--- config.mk ---
export PLATFORM = sky130hd
export DESIGN_NAME = mux4_rr_arbiter
export DESIGN_NICKNAME = d
export VERILOG_FILES = /design/src/rtl/mux4_arb_pkg.sv /design/src/rtl/rr_pick4.sv /design/src/rtl/mux4_rr_arbiter.sv
export SDC_FILE = /design/constraint.sdc
export NUM_CORES = 1
export LEC_CHECK = 0
export CAP_MARGIN = 10
export CORE_MARGIN = 4
export CORE_UTILIZATION = 53
export CTS_CLUSTER_SIZE = 40
export DETAILED_ROUTE_END_ITERATION = 7
export PLACE_DENSITY = 0.83
export RECOVER_POWER = 100
export SYNTH_ARGS = -nofsm -noshare
export SYNTH_HDL_FRONTEND = slang
export SYNTH_SLANG_ARGS = --single-unit
--- constraint.sdc ---
create_clock -name CLK -period 7.05 [get_ports CLK]
set_input_delay 1.7625 -clock CLK [delete_from_list [all_inputs] [get_ports CLK]]
set_output_delay 1.7625 -clock CLK [all_outputs]
set_load 0.05 [all_outputs]
--- src/rtl/mux4_arb_pkg.sv ---
// ============================================================================
// Module  : mux4_arb_pkg
// Purpose : Shared types and sizes for the 4-way round-robin mux arbiter.
// Revision: 1.0 - initial release
// ============================================================================
`default_nettype none

package mux4_arb_pkg;

  localparam int NUM_REQ = 4;
  localparam int SEL_W   = 2;
  localparam int HOLD_W  = 4;

  typedef enum logic [0:0] {
    IDLE = 1'b0,
    BUSY = 1'b1
  } arb_state_e;

endpackage

`default_nettype wire

--- src/rtl/rr_pick4.sv ---
// ============================================================================
// Module  : rr_pick4
// Purpose : Combinational round-robin picker: first set request at or after
//           the pointer, returned as one-hot and as index.
// Revision: 1.0 - initial release
// ============================================================================
`default_nettype none

module rr_pick4
  import mux4_arb_pkg::*;
(
  input  logic [NUM_REQ-1:0] i_req,
  input  logic [SEL_W-1:0]   i_ptr,
  output logic [NUM_REQ-1:0] o_gnt,
  output logic [SEL_W-1:0]   o_idx,
  output logic               o_any
);

  logic [SEL_W-1:0] w_idx;

  always_comb begin
    o_gnt = '0;
    o_idx = '0;
    o_any = 1'b0;
    w_idx = '0;
    for (int k = 0; k < NUM_REQ; k++) begin
      // 2-bit addition wraps naturally, giving the modulo-4 search order
      w_idx = i_ptr + SEL_W'(k);
      if (!o_any && i_req[w_idx]) begin
        o_any        = 1'b1;
        o_idx        = w_idx;
        o_gnt[w_idx] = 1'b1;
      end
    end
  end

endmodule

`default_nettype wire

--- src/rtl/mux4_rr_arbiter.sv ---
// ============================================================================
// Module  : mux4_rr_arbiter
// Purpose : Round-robin arbiter for a shared 4:1 mux path with registered
//           grant/select and a one-cycle registered datapath.
//           Define MUX4_ARB_LOCK_EN to enable LOCK-based grant holding.
// Revision: 1.0 - initial release
// ============================================================================
`default_nettype none

module mux4_rr_arbiter
  import mux4_arb_pkg::*;
#(
  parameter int MAX_HOLD = 4
)
(
  input  logic               CLK,
  input  logic               RST,
  input  logic [NUM_REQ-1:0] REQ,
  input  logic               LOCK,
  input  logic [NUM_REQ-1:0] D,
  output logic [NUM_REQ-1:0] GNT,
  output logic [SEL_W-1:0]   SEL,
  output logic               Y,
  output logic               VALID
);

  arb_state_e         state_q, state_d;
  logic [NUM_REQ-1:0] gnt_q,   gnt_d;
  logic [SEL_W-1:0]   sel_q,   sel_d;
  logic [SEL_W-1:0]   ptr_q,   ptr_d;
  logic               y_q,     y_d;
  logic               valid_q, valid_d;

  logic [NUM_REQ-1:0] w_win_gnt;
  logic [SEL_W-1:0]   w_win_idx;
  logic               w_win_any;
  logic               w_extend;

  rr_pick4 u_pick (
    .i_req (REQ),
    .i_ptr (ptr_q),
    .o_gnt (w_win_gnt),
    .o_idx (w_win_idx),
    .o_any (w_win_any)
  );

`ifdef MUX4_ARB_LOCK_EN
  logic [HOLD_W-1:0] hold_q, hold_d;

  // Extension only while below the limit, so the counter saturates at MAX_HOLD
  assign w_extend = (state_q == BUSY) && LOCK && REQ[sel_q] &&
                    (hold_q < HOLD_W'(MAX_HOLD));

  always_comb begin
    hold_d = hold_q;
    if (w_extend) begin
      hold_d = hold_q + HOLD_W'(1);
    end else if (w_win_any) begin
      hold_d = HOLD_W'(1);
    end
  end

  always_ff @(posedge CLK or posedge RST) begin
    if (RST) begin
      hold_q <= '0;
    end else begin
      hold_q <= hold_d;
    end
  end
`else
  logic w_unused_cfg;
  assign w_unused_cfg = LOCK ^ (MAX_HOLD == 0);
  assign w_extend     = 1'b0;
`endif

  always_comb begin
    state_d = state_q;
    gnt_d   = gnt_q;
    sel_d   = sel_q;
    ptr_d   = ptr_q;
    if (w_extend) begin
      state_d = BUSY;
    end else if (w_win_any) begin
      // Pointer already sits past the grantee, so it is searched last
      state_d = BUSY;
      gnt_d   = w_win_gnt;
      sel_d   = w_win_idx;
      ptr_d   = w_win_idx + SEL_W'(1);
    end else begin
      state_d = IDLE;
      gnt_d   = '0;
    end
  end

  always_comb begin
    valid_d = (state_q == BUSY);
    y_d     = valid_d ? D[sel_q] : y_q;
  end

  always_ff @(posedge CLK or posedge RST) begin
    if (RST) begin
      state_q <= IDLE;
      gnt_q   <= '0;
      sel_q   <= '0;
      ptr_q   <= '0;
      y_q     <= 1'b0;
      valid_q <= 1'b0;
    end else begin
      state_q <= state_d;
      gnt_q   <= gnt_d;
      sel_q   <= sel_d;
      ptr_q   <= ptr_d;
      y_q     <= y_d;
      valid_q <= valid_d;
    end
  end

  assign GNT   = gnt_q;
  assign SEL   = sel_q;
  assign Y     = y_q;
  assign VALID = valid_q;

endmodule

`default_nettype wire
Word-level counts from Yosys, hierarchy flattened
Index checks and enable logic that the tools add are counted.

Bits of input ports: 11. Flip-flop bits (word level): 11. Output and inout port bits: 8. Word-level logic and storage cells: 64.

Muxes and demuxes: 32. Reductions and logical operators: 10. Bitwise operators: 3. Add/subtract/negate cells: 4. Order comparisons: 9.

Operators by type and width (number): 4-bit two-way mux (5); 2-bit by 3-bit < comparator with 1-bit output, second input constant (5); 1-bit two-way mux (14); 4-bit OR (3); 1-bit binary-select mux with 2-bit select (5); 1-bit demux with 2-bit select (4); 2-bit by 1-bit greater-or-equal comparator with 1-bit output, second input constant (4); 2-bit two-way mux (4); 1-bit logical AND (7); 2-bit by 1-bit adder with 2-bit output, second input constant (2); 2-bit adder, second input constant (2); 1-bit logical NOT (3).

Depth between registers and ports, before layout
Depth in word-level cells: 13. Mapped depth: 9. Depth with buffers taken out: 8.

By module
Synthesis repeated with hierarchy kept, for this count alone.

Cell total of the unflattened synthesis: 75. Area, all modules: 835.8 µm².

Modules (own cells, without submodules): rr_pick4 (instances 1, sequential area each 0.0 µm², area each 421.7 µm², cells each 45); mux4_rr_arbiter (instances 1, sequential area each 275.3 µm², area each 414.1 µm², cells each 30).

Worst setup path after synthesis
Ideal clock, no wire load.

Path kind: input to register. Start: input REQ[2]. End: register ptr_q[1]. Setup slack: 3884 ps. Arrival: 3040 ps. Setup time: 125 ps. Required time: 6925 ps. Buffers on the path: 1. Stages: 7. Path through: buf_6 mux4_2 nor2_2 o221ai_2 o2111ai_2 xnor2_1 o21ai_1.

Cells in the longest elaborated chain, start to end: 13. Elaborated cells between the ends (all ways): 23. Those cells by class: add/sub: 1; mux: 16; reduce/logical: 6.

RTL lines: from (decl) (line mux4_rr_arbiter.sv:18) `input logic [NUM_REQ-1:0] REQ,`; 1-bit binary-select mux with 2-bit select (line rr_pick4.sv:29) `if (!o_any && i_req[w_idx]) begin`; 1-bit two-way mux (not written as such) (line rr_pick4.sv:29); 1-bit two-way mux (line rr_pick4.sv:29); 1-bit logical NOT (line rr_pick4.sv:29); 1-bit logical AND (line rr_pick4.sv:29); 1-bit two-way mux (line rr_pick4.sv:29); 1-bit logical NOT (line rr_pick4.sv:29); 1-bit logical AND (line rr_pick4.sv:29); 1-bit two-way mux (line rr_pick4.sv:29); 1-bit logical NOT (line rr_pick4.sv:29); 1-bit logical AND (line rr_pick4.sv:29); 2-bit two-way mux (line rr_pick4.sv:29); 2-bit by 1-bit adder with 2-bit output (line mux4_rr_arbiter.sv:88) `ptr_d = w_win_idx + SEL_W'(1);`; to (signal assigned) (line mux4_rr_arbiter.sv:112) `ptr_q <= ptr_d;`; to (decl) (line mux4_rr_arbiter.sv:30) `logic [SEL_W-1:0] ptr_q, ptr_d;`.

Parallel ways exist; a longest one is shown, timed or not. The select of a mux whose other input is x is not followed. A chain may end at the register's enable or synchronous reset.

Final worst setup path
Start: input REQ[2]. End: register gnt_q[0] (netlist: GNT[0]).

Cells in the longest elaborated chain, start to end: 13. Elaborated cells between the ends (all ways): 26. Those cells by class: mux: 17; bitwise: 3; reduce/logical: 6.

RTL lines: 1-bit binary-select mux with 2-bit select (line rr_pick4.sv:29); 1-bit two-way mux (not written as such) (line rr_pick4.sv:29); 1-bit two-way mux (line rr_pick4.sv:29); 1-bit logical NOT (line rr_pick4.sv:29); 1-bit logical AND (line rr_pick4.sv:29); 1-bit two-way mux (line rr_pick4.sv:29); 1-bit logical NOT (line rr_pick4.sv:29); 1-bit logical AND (line rr_pick4.sv:29); 1-bit two-way mux (line rr_pick4.sv:29); 1-bit logical NOT (line rr_pick4.sv:29); 1-bit logical AND (line rr_pick4.sv:29); 4-bit two-way mux or 1-bit two-way mux (tied branches) (line rr_pick4.sv:29); 4-bit two-way mux (*) (line mux4_rr_arbiter.sv:83) `end else if (w_win_any) begin`; net gnt_d[0] (line mux4_rr_arbiter.sv:28) `logic [NUM_REQ-1:0] gnt_q, gnt_d;`; to (signal assigned) (line mux4_rr_arbiter.sv:110) `gnt_q <= gnt_d;`; to (decl) (line mux4_rr_arbiter.sv:28).

Mark *: on every way through the listed nets, which the timed path passes. The rest lies on a longest branch. The select of a mux whose other input is x is not followed.

==> results.sh <==
export IMPL_dieWidth_um=48.2
export IMPL_synth_top_cells_by_area="sky130_fd_sc_hd__dfrtp_1 32%, sky130_fd_sc_hd__mux4_2 13%, sky130_fd_sc_hd__ha_1 12%"
export IMPL_max_clock_freq_mhz=264
export IMPL_setup_tns_final_ns=0
export IMPL_die_y_um=48.2
export IMPL_area_delta_synth_final_pct=18.9
export IMPL_drt_first_pass_iters=4
export IMPL_drtAntennaViolNets=0
export IMPL_via_count=651
export IMPL_async_flop_share_pct=100
export IMPL_category_of_the_worst_setup_path_capture_point="flip-flop"
export IMPL_grt_usage_pct=15.9
export IMPL_fill_cells=127
export IMPL_dp_slack_ns=3.24
export IMPL_num_antenna_cells=0
export IMPL_tritoncts_clock_tree="yes"
export IMPL_worst_slack_ns=3.26
export IMPL_critical_path_cell_by_cell="dlygate4sd3_1 > mux4_2 > nor4_1 > inv_2 > and2_0"
export IMPL_wire_length_of_the_first_global_routing_pass_mm=2.66
export IMPL_criticalPathCategory="in2reg"
export IMPL_mappedNetlistNets=93
export IMPL_ys_ff_latch=11
export IMPL_grt_start_max_net_pins=16
export IMPL_total_leakage_power_nw=0.439
export IMPL_die_area_um2=2320
export IMPL_data_arrival_at_the_endpoint_of_the_critical_path_ns=3.93
export IMPL_tightest_slew_ns=0.687
export IMPL_path_delay_family="simple AND/OR/NAND/NOR gates"
export IMPL_yosysTopAreaCellShare_pct=32.2
export IMPL_cts_buffer_depth=2
export IMPL_coreArea_um2=1520
export IMPL_worst_endpoint_required_ns=7.19
export IMPL_grt_overflow=0
export IMPL_final_min_period_over_clock_period_pct=53.7
export IMPL_max_slew_margin_rel_pct=53.8
export IMPL_synthesis_area_um2=856
export IMPL_peakVddDrop_mv=0.292
export IMPL_synth_top_flop_cell="sky130_fd_sc_hd__dfrtp_1"
export IMPL_run_status="finished, final reports clean"
export IMPL_post_dp_hpwl_mm=1.30
export IMPL_synth_edf_count=0
export IMPL_post_cts_setup_buffer_count=0
export IMPL_layout_drive_gt1_share_pct=17.6
export IMPL_startpoint_type="input port"
export IMPL_detailedRoute_firstIterationViolations=13
export IMPL_timing_clock_skew_ns=0.00319
export IMPL_worst_path_max_fanout=11
export IMPL_routed_wire_length_per_instance_um=15.2
export IMPL_vias_in_the_first_global_route=631
export IMPL_rsz0062_at_grt="no"
export IMPL_io_buffer_count=17
export IMPL_globalplace_congestion=0.788
export IMPL_worstSkewPairLatency_ns=0.25
export IMPL_floorplan_io_pins=19
export IMPL_critical_path_n_buffers_inverters=2
export IMPL_num_nets_final=111
export IMPL_min_delay_path_class="reg2reg"
export IMPL_timing_final_max_slew_violations=0
export IMPL_routed_via_density=6.08
export IMPL_synth_seq_area_share_pct=32.2
export IMPL_remaining_drcs=0
export IMPL_fin_worst_hold_slack_ns=0.400
export IMPL_rows=14
export IMPL_worst_path_cell_with_the_longest_stage_delay="sky130_fd_sc_hd__dlygate4sd3_1"
export IMPL_period_needed_ns=3.79
export IMPL_synthesis_area_per_instance_um2=11.6
export IMPL_final_hold_viol_count=0
export IMPL_netlist_top_cell_by_area="sky130_fd_sc_hd__dfrtp_1"
export IMPL_ys_warn_count=0
export IMPL_power_per_cell_area_nw_per_um2=527
export IMPL_synthDistinctLibCells=30
export IMPL_clock_sink_count=11
export IMPL_floorplan_initialDensity_pct=56.2
export IMPL_detail_route_wirelength_mm=1.62
export IMPL_post_layout_nonfiller_instances=107
export IMPL_cts_htree_levels=1
export IMPL_post_synth_inst_count=74
export IMPL_ctsHoldBuffers=0
export IMPL_finalCoreUtilization_pct=66.7
export IMPL_finalSetupViolations=0
export IMPL_placed_instances=103
export IMPL_cts_reportedPaths_clkPinSlew_ns=0.06
export IMPL_antenna_violations_before_repair=0
export IMPL_worst_path_largest_cell_delay_ns=0.65
export IMPL_max_cap_viol_count=0
export IMPL_root_buffer_master="sky130_fd_sc_hd__clkbuf_4"
export IMPL_mostFrequentLayoutCells="11 x sky130_fd_sc_hd__dfrtp_1, 11 x sky130_fd_sc_hd__dlygate4sd3_1, 8 x sky130_fd_sc_hd__ha_1"
export IMPL_cts_made_buffers=3
export IMPL_cts_resized=0
## final cells by class
| cell class | count | area (um^2) | share of cell area (%) |
|---|---|---|---|
| multi-input cells | 52 | 499 | 49.1 |
| flip-flops and latches | 11 | 275 | 27.1 |
| repair buffers | 17 | 170 | 16.7 |
| clock buffers | 4 | 26.3 | 2.58 |
| inverters | 7 | 26.3 | 2.58 |
| well taps | 16 | 20.0 | 1.97 |
## Yosys cell counts, drive strengths merged (2+ instances only)
| library cell | instances |
|---|---|
| a32oi | 3 |
| mux2i | 2 |
| nor2 | 5 |
| a221o | 2 |
| a21oi | 3 |
| dfrtp | 11 |
| o21ai | 6 |
| and2 | 2 |
| a21o | 2 |
| mux4 | 5 |
| ha | 8 |
| a22oi | 4 |
| inv | 7 |
| buf | 4 |
## logic make-up after synthesis
| family | after synthesis | synth area share [%] |
|---|---|---|
| simple gates | 11 | 9.36 |
| flops | 11 | 32.2 |
| fa+ha+maj | 8 | 11.7 |
| compound gates | 24 | 22.1 |
| xor+xnor | 1 | 1.02 |
| buf+inv | 11 | 6.87 |
| mux | 8 | 16.8 |
## routing by layer
metal  track usage [%]  wire length (um)  vias up
met5                 0                 0        -
met4              3.23                 0        0
met3              2.21                82        0
met2              29.7               888       22
met1              19.1               652      315
li1                  -                 -      314
## sequential cells by signal (all words and copies together) (netlist names)
register	cells
ptr_q	2
state_q	1
GNT	4
SEL	2
Y	1
VALID	1
## final timing paths
| path | from | endpoint | slack [ns] | cells after the start |
|---|---|---|---|---|
| max | REQ[2] | GNT[0] | 3.26 | 5 |
| min | state_q | VALID | 0.40 | 0 |
| max reg2reg | ptr_q[0] | GNT[0] | 4.21 | 6 |
| min reg2reg | state_q | VALID | 0.40 | 0 |
| max in group asynchronous | RST | VALID | 4.83 | 2 |
| min in group asynchronous | RST | Y | 1.94 | 2 |
## stage by stage
stage | instance area (um^2) | total power, mW
6_report | 1020 | 0.536
5_1_grt | 1020 | 0.587
4_1_cts | 1040 | 0.567
2_1_floorplan | 856 | 0.442
3_3_place_gp | 1010 | 0.511
3_5_place_dp | 1010 | 0.527
## report_power, final
group	internal [mW]	switching [mW]	leakage, nW
Sequential	0.0929	0.0381	0.128
Combinational	0.153	0.214	0.295
Clock	0.0218	0.0172	0.0150
Power figures use the tool's default switching activity.
